==> config.mk <==
export PLATFORM = sky130hd
export DESIGN_NAME = rvga_hazard_ctrl
export DESIGN_NICKNAME = d
export VERILOG_FILES = /design/src/rtl/rvga_hazard_ctrl_pkg.sv /design/src/rtl/rvga_hazard_sb.sv /design/src/rtl/rvga_hazard_ctrl.sv
export SDC_FILE = /design/constraint.sdc
export NUM_CORES = 1
export LEC_CHECK = 0
export CAP_MARGIN = 30
export CORE_MARGIN = 2
export CORE_UTILIZATION = 30
export CTS_BUF_LIST = sky130_fd_sc_hd__clkbuf_2
export CTS_CLUSTER_SIZE = 10
export DETAILED_ROUTE_END_ITERATION = 8
export HOLD_SLACK_MARGIN = 0.05
export SKIP_LAST_GASP = 1
export SYNTH_ARGS = -nofsm -noshare
export SYNTH_HDL_FRONTEND = slang
export SYNTH_SLANG_ARGS = --single-unit
==> constraint.sdc <==
create_clock -name clk_i -period 3.1 [get_ports clk_i]
set_input_delay 0.62 -clock clk_i [delete_from_list [all_inputs] [get_ports clk_i]]
set_output_delay 0.62 -clock clk_i [all_outputs]
set_load 0.05 [all_outputs]
==> src/rtl/rvga_hazard_ctrl_pkg.sv <==
// Shared types for the rvga hazard/control unit: register index, stage index
// and scoreboard entry payload.
package rvga_hazard_ctrl_pkg;

  localparam int unsigned REG_W       = 5;
  localparam int unsigned STAGE_IDX_W = 3;

  typedef logic [REG_W-1:0]       rvga_reg;
  typedef logic [STAGE_IDX_W-1:0] rvga_stage_idx;

  typedef struct packed {
    logic    v;
    rvga_reg rd;
    logic    load;
  } rvga_sb_entry_s;

endpackage

==> src/rtl/rvga_hazard_sb.sv <==
// In-flight destination scoreboard for stages after register fetch, with
// youngest-match RAW detection. RVGA_HAZARD_FWD_EN enables bypass selection.
module rvga_hazard_sb
  import rvga_hazard_ctrl_pkg::*;
#(
  parameter int unsigned NUM_STAGES   = 6,
  parameter int unsigned RFETCH_STAGE = 2,
  parameter int unsigned MEM_STAGE    = 4,
  parameter int unsigned SB_DEPTH     = NUM_STAGES - 1 - RFETCH_STAGE,
  parameter int unsigned SEL_W        = $clog2(NUM_STAGES)
) (
  input  logic              i_clk,
  input  logic              i_rst,
  input  logic [SB_DEPTH:0] i_stall_v,
  input  logic [SB_DEPTH:0] i_flush_v,
  input  logic              i_issue_v,
  input  rvga_reg           i_issue_rd,
  input  logic              i_issue_rd_w_v,
  input  logic              i_issue_load_v,
  input  rvga_reg           i_rs1,
  input  logic              i_rs1_v,
  input  rvga_reg           i_rs2,
  input  logic              i_rs2_v,
  output logic              o_raw_c,
  output logic [SEL_W-1:0]  o_fwd_rs1_sel_c,
  output logic [SEL_W-1:0]  o_fwd_rs2_sel_c
);

`ifdef RVGA_HAZARD_FWD_EN
  localparam bit FWD_EN = 1'b1;
`else
  localparam bit FWD_EN = 1'b0;
`endif

  rvga_sb_entry_s r_sb   [SB_DEPTH];
  rvga_sb_entry_s w_sb_in[SB_DEPTH];
  rvga_reg        w_rs   [2];
  logic [1:0]     w_rs_v;
  logic [1:0]     w_hit;
  logic [1:0]     w_lu;
  logic [1:0]     w_raw;
  logic [SEL_W-1:0] w_stage[2];
  logic [SEL_W-1:0] w_sel  [2];

  // Shift source: entry 0 takes the issuing instruction, others the younger entry
  always_comb begin
    w_sb_in[0].v    = i_issue_v && i_issue_rd_w_v && (i_issue_rd != '0);
    w_sb_in[0].rd   = i_issue_rd;
    w_sb_in[0].load = i_issue_load_v;
    for (int unsigned j = 1; j < SB_DEPTH; j++) begin
      w_sb_in[j] = r_sb[j-1];
    end
  end

  // Index 0 of the stall/flush slices is RFETCH_STAGE; entry j sits at index j+1
  always_ff @(posedge i_clk) begin
    if (i_rst) begin
      for (int unsigned j = 0; j < SB_DEPTH; j++) r_sb[j] <= '0;
    end else begin
      for (int unsigned j = 0; j < SB_DEPTH; j++) begin
        if (i_flush_v[j+1]) begin
          r_sb[j] <= '0;
        end else if (!i_stall_v[j+1]) begin
          if (j == 0 && (i_stall_v[0] || i_flush_v[0])) r_sb[j] <= '0;
          else                                          r_sb[j] <= w_sb_in[j];
        end
      end
    end
  end

  assign w_rs[0]   = i_rs1;
  assign w_rs[1]   = i_rs2;
  assign w_rs_v[0] = i_rs1_v;
  assign w_rs_v[1] = i_rs2_v;

  // Walk oldest to youngest so the lowest matching entry wins
  always_comb begin
    for (int unsigned s = 0; s < 2; s++) begin
      w_hit[s]   = 1'b0;
      w_lu[s]    = 1'b0;
      w_stage[s] = '0;
      for (int j = int'(SB_DEPTH) - 1; j >= 0; j--) begin
        if (w_rs_v[s] && (w_rs[s] != '0) && r_sb[j].v && (r_sb[j].rd == w_rs[s])) begin
          w_hit[s]   = 1'b1;
          w_stage[s] = SEL_W'(RFETCH_STAGE + 1 + unsigned'(j));
          w_lu[s]    = r_sb[j].load && ((RFETCH_STAGE + 1 + unsigned'(j)) <= MEM_STAGE);
        end
      end
      w_raw[s] = FWD_EN ? w_lu[s] : w_hit[s];
      w_sel[s] = (FWD_EN && w_hit[s] && !w_lu[s]) ? w_stage[s] : '0;
    end
  end

  assign o_raw_c         = |w_raw;
  assign o_fwd_rs1_sel_c = w_sel[0];
  assign o_fwd_rs2_sel_c = w_sel[1];

endmodule

==> src/rtl/rvga_hazard_ctrl.sv <==
// Pipeline hazard/control unit: per-stage stall/flush, branch priority and
// saturating stall counter. Define RVGA_HAZARD_FWD_EN for bypass operation.
module rvga_hazard_ctrl
  import rvga_hazard_ctrl_pkg::*;
#(
  parameter int unsigned NUM_STAGES   = 6,
  parameter int unsigned RFETCH_STAGE = 2,
  parameter int unsigned MEM_STAGE    = 4,
  parameter int unsigned CNT_W        = 32
) (
  input  logic                          clk_i,
  input  logic                          rst_i,
  input  logic                          imem_read_v_i,
  input  logic                          imem_resp_v_i,
  input  logic                          dmem_read_v_i,
  input  logic                          dmem_resp_v_i,
  input  logic [NUM_STAGES-1:0]         br_v_i,
  input  rvga_reg                       rs1_i,
  input  rvga_reg                       rs2_i,
  input  logic                          rs1_v_i,
  input  logic                          rs2_v_i,
  input  logic                          issue_v_i,
  input  rvga_reg                       issue_rd_i,
  input  logic                          issue_rd_w_v_i,
  input  logic                          issue_load_v_i,
  output logic [NUM_STAGES-1:0]         stall_v_o,
  output logic [NUM_STAGES-1:0]         flush_v_o,
  output logic [$clog2(NUM_STAGES)-1:0] fwd_rs1_sel_o,
  output logic [$clog2(NUM_STAGES)-1:0] fwd_rs2_sel_o,
  output logic [CNT_W-1:0]              stall_cnt_o
);

  localparam int unsigned SB_DEPTH = NUM_STAGES - 1 - RFETCH_STAGE;
  localparam int unsigned SEL_W    = $clog2(NUM_STAGES);

  logic [NUM_STAGES-1:0] w_stall_pre;
  logic [NUM_STAGES-1:0] w_br_mask;
  logic [NUM_STAGES-1:0] w_stall;
  logic [NUM_STAGES-1:0] w_flush;
  logic                  w_raw;
  logic                  w_imem_wait;
  logic                  w_dmem_wait;
  logic [SEL_W-1:0]      w_fwd_rs1_sel;
  logic [SEL_W-1:0]      w_fwd_rs2_sel;
  logic [CNT_W-1:0]      r_stall_cnt;

  assign w_imem_wait = imem_read_v_i && !imem_resp_v_i;
  assign w_dmem_wait = dmem_read_v_i && !dmem_resp_v_i;

  // Stall sources, branch override (highest unstalled redirect wins), then bubbles
  always_comb begin
    w_stall_pre = '0;
    w_br_mask   = '0;
    for (int unsigned i = 0; i < NUM_STAGES; i++) begin
      w_stall_pre[i] = (w_imem_wait && i == 0) ||
                       (w_dmem_wait && i <= MEM_STAGE) ||
                       (w_raw && i <= RFETCH_STAGE);
    end
    for (int unsigned i = 0; i < NUM_STAGES; i++) begin
      if (br_v_i[i] && !w_stall_pre[i]) begin
        for (int unsigned m = 0; m < NUM_STAGES; m++) w_br_mask[m] = (m < i);
      end
    end
    w_stall = w_stall_pre & ~w_br_mask;
    w_flush = w_br_mask;
    for (int unsigned i = 1; i < NUM_STAGES; i++) begin
      w_flush[i] = w_flush[i] | (w_stall[i-1] && !w_stall[i]);
    end
    if (rst_i) begin
      w_stall = '0;
      w_flush = '1;
    end
  end

  rvga_hazard_sb #(
    .NUM_STAGES   (NUM_STAGES),
    .RFETCH_STAGE (RFETCH_STAGE),
    .MEM_STAGE    (MEM_STAGE),
    .SB_DEPTH     (SB_DEPTH),
    .SEL_W        (SEL_W)
  ) u_sb (
    .i_clk           (clk_i),
    .i_rst           (rst_i),
    .i_stall_v       (w_stall[NUM_STAGES-1:RFETCH_STAGE]),
    .i_flush_v       (w_flush[NUM_STAGES-1:RFETCH_STAGE]),
    .i_issue_v       (issue_v_i),
    .i_issue_rd      (issue_rd_i),
    .i_issue_rd_w_v  (issue_rd_w_v_i),
    .i_issue_load_v  (issue_load_v_i),
    .i_rs1           (rs1_i),
    .i_rs1_v         (rs1_v_i),
    .i_rs2           (rs2_i),
    .i_rs2_v         (rs2_v_i),
    .o_raw_c         (w_raw),
    .o_fwd_rs1_sel_c (w_fwd_rs1_sel),
    .o_fwd_rs2_sel_c (w_fwd_rs2_sel)
  );

  // Counts fetch-stall cycles, sticking at all-ones
  always_ff @(posedge clk_i) begin
    if (rst_i) begin
      r_stall_cnt <= '0;
    end else if (w_stall[0] && (r_stall_cnt != '1)) begin
      r_stall_cnt <= r_stall_cnt + CNT_W'(1);
    end
  end

  assign stall_v_o     = w_stall;
  assign flush_v_o     = w_flush;
  assign fwd_rs1_sel_o = rst_i ? '0 : w_fwd_rs1_sel;
  assign fwd_rs2_sel_o = rst_i ? '0 : w_fwd_rs2_sel;
  assign stall_cnt_o   = r_stall_cnt;

endmodule

==> impl_metrics.toml <==
[timing]
fin_crit_ns = 3.06
maxSlewViolCount = 0
rsz0062_at_grt = "true"
finalCritPeriodShare = 0.989
slew-limit-headroom = 0.648
setup_tns_ns = 0
fmax_ghz = 0.326
skew_ns = 0.0345
hold_viol = 0
final-setup-viol-count = 0
worstMarginPinSlew_ns = 0.527

[setup_path]
crit_type = "input pin to output pin"
startpoint_type = "input pin"
critical-path-slowest-cell = "nor4_2"
rr_startpoint = "u_sb.r_sb[0][3]"
crit_required_ns = 2.48
cpPeakStageDelay_ns = 0.29
crit_fanout = 4
crit_path_cell_trace = "dlygate4sd2_1 > buf_6 > xor2_1 > nor4_2 > nand3_1 > a31o_4 > buf_4 > a21oi_2 > o21ai_1 > nand2_1 > buf_12"
path_delay_family = "buffers and inverters"
arrival_ns = 2.44
crit_start = "rs2_i[3]"
cp-end-kind = "output pin"
path_buf_inv = 4

[finish]
ff_latch_area_um2 = 1180
multi_input_area_um2 = 1710
stdcell_count = 566
filler_cell_count = 999
finalNetCount = 465
final_common_cell = "clkdlybuf4s50_1"
area_growth_pct = 39.3
layout-drive-gt1-share = 0.164
final_cell_mix = "clkdlybuf4s50_1 (51), dfxtp_1 (32), buf_4 (28), xor2_1 (24), nand2_1 (22)"
diodes = 0

[drt]
drt_iter0_drc = 102
num_vias = 2849
wire_per_inst_um = 14.1
firstDrtPassIters = 4
wl_mm = 7.96
route.detailed.drc = 0
vias_per_cell = 5.03
drtAntennaViolNets = 0

[floorplan]
start_util = 0.307
die_x_um = 104
fp.dieH_um = 104
ios = 82
num_rows = 36
dieArea_um2 = 10800
core-area_um2 = 9730

[global_routing]
grt_pass1_vias = 2703
antenna_found_initial = 0
grt_pass1_wl_mm = 13.2
grtUsageTotal = 0.145
grt_overflow = 0
grt_max_degree = 35

[clock_network]
clk_transition_reported_paths_ns = 0.25
clock-root-buffer = "clkbuf_2"
cts_tree = "done"
htree_levels = 2
clock-sinks = 50
max-clock-path-buffers = 2
insertion_delay_ns = 0.43
numCtsBuffers = 5

[logic_synthesis]
ys.flop_type = "dfxtp_1"
synth-edff-count = 18
synthCells = 338
yosysSeqAreaShare = 0.395
ys_ff_latch = 50
syn-cell-area_um2 = 2990
syn_area_per_cell_um2 = 8.85
ys.warnings.count = 0
synth_cell_type_count = 50
async_reset_ff_frac = 0

[power_and_ir_drop]
p_per_area_nw_per_um2 = 307
p_sw_frac = 0.277
p_sw_w = 0.000354
internal-power_w = 0.000926
combPwrFrac = 0.175
p_leak_nw = 1.60
clkPwrFrac = 0.278
irDropWorstVdd_mv = 0.178
seqPwrFrac = 0.547

[worst_hold_path]
worst_hold_path_type = "register to register"
worstHoldStart = "stall_cnt_o[10]"

[placement]
port_buffers = 72
place_inst = 555
place_congestion = 0.847
dp_hpwl_mm = 5.96

[run]
maxCapViolCount = 0

[run_status]
status = "complete, no violations"
## cell families after synthesis
group           count (synthesis)  share of synthesized area
compound gates                 60                      0.118
buf+inv                        32                     0.0607
mux                             6                     0.0222
flops                          50                      0.395
fa+ha+maj                       1                    0.00418
xor+xnor                       30                     0.0879
other cells                     2                    0.00251
simple gates                  157                      0.310
## final cells by class
cell class                 instances  area share
timing repair buffer             101       0.245
inverter                           7     0.00631
sequential                        50       0.283
clock buffer                       6     0.00721
clock inverter                     2     0.00901
multi-input combinational        267       0.409
tap                              133      0.0399
## state kept, by name (all words and copies together) (netlist names)
name / flops
u_sb.r_sb: 18
stall_cnt_o: 32
## synthesized netlist by cell type (2+ instances only)
cell type	n	area, µm²
dfxtp_1	32	641
xor2_1	24	210
nand2_1	23	86.3
a21oi_1	22	110
o21ai_0	22	110
and3_1	21	131
edfxtp_1	18	541
nor2_1	17	63.8
or3_1	17	106
nand3_1	16	80.1
nand4_1	12	75.1
clkbuf_1	9	33.8
and2_1	8	50.1
nor4_1	8	50.1
buf_4	7	52.6
or4_1	7	52.6
inv_1	6	22.5
nor2b_1	6	37.5
xnor2_1	6	52.6
and4_1	5	43.8
buf_2	4	20.0
buf_6	4	45.0
mux2_2	4	45.0
o21a_1	3	22.5
o31ai_1	3	22.5
a31o_2	2	17.5
conb_1	2	7.51
nor3_1	2	10.0
nor4_2	2	25.0
nor4b_1	2	17.5
o211ai_1	2	15.0
o311ai_0	2	17.5
o31a_1	2	17.5
or2_2	2	12.5
## power by group through the flow
stage | sequential [W] | combinational, W | clock [W]
3_5_place_dp | 0.000713 | 0.000220 | 0
4_1_cts | 0.000701 | 0.000219 | 0.000371
5_1_grt | 0.000702 | 0.000241 | 0.000389
6_report | 0.000700 | 0.000224 | 0.000355
3_3_place_gp | 0.000713 | 0.000217 | 0
2_1_floorplan | 0.000712 | 0.000121 | 0
## metrics by stage
stage	total power, W	hold slack (ns)	area (µm²)	utilization	worst slack [ns]
5_1_grt	0.00133	0.558	4170	0.428	-0.0627
3_3_place_gp	0.000930	0.480	4040	0.416	-0.176
4_1_cts	0.00129	0.526	4120	0.424	0.0157
2_1_floorplan	0.000833	0.548	3030	-	-0.236
6_report	0.00128	0.519	4170	0.428	0.0354
3_5_place_dp	0.000934	0.497	4040	0.416	-0.208
## worst reg2reg max path: cells and delay by family, from the launching register on
family,cells,cell delay [ns]
AOI/OAI and AO/OA,1,0.28
and+or+nand+nor,4,0.80
muxes,1,0.33
xor gates and xnor gates,1,0.14
buffers and inverters,3,0.46
DFF,1,0.48
## path summary, 6_finish.rpt
path / cells past startpoint / slack (ns) / end
max: 11 / 0.04 / flush_v_o[3]
min: 2 / 0.52 / stall_cnt_o[10]
min reg2reg: 2 / 0.52 / stall_cnt_o[10]
max reg2reg: 10 / 0.56 / stall_cnt_o[5]
## per-layer routing
layer  vias up  GRT usage  wire (µm)
li1       1408          -          -
met1      1359      0.202       3890
met2        76      0.236       3700
met3         6     0.0277        309
met4         0     0.0299         54
met5         -          0          0
## repair_timing
item                                    4_1_cts  5_1_grt
buffers inserted                              0        3
hold buffers                                  0        0
pin swaps                                    10       10
cloned                                        0        0
gates resized for setup                      19        8
endpoints found under the setup margin        6        4
No activity file was read; power rests on OpenSTA's default activity.
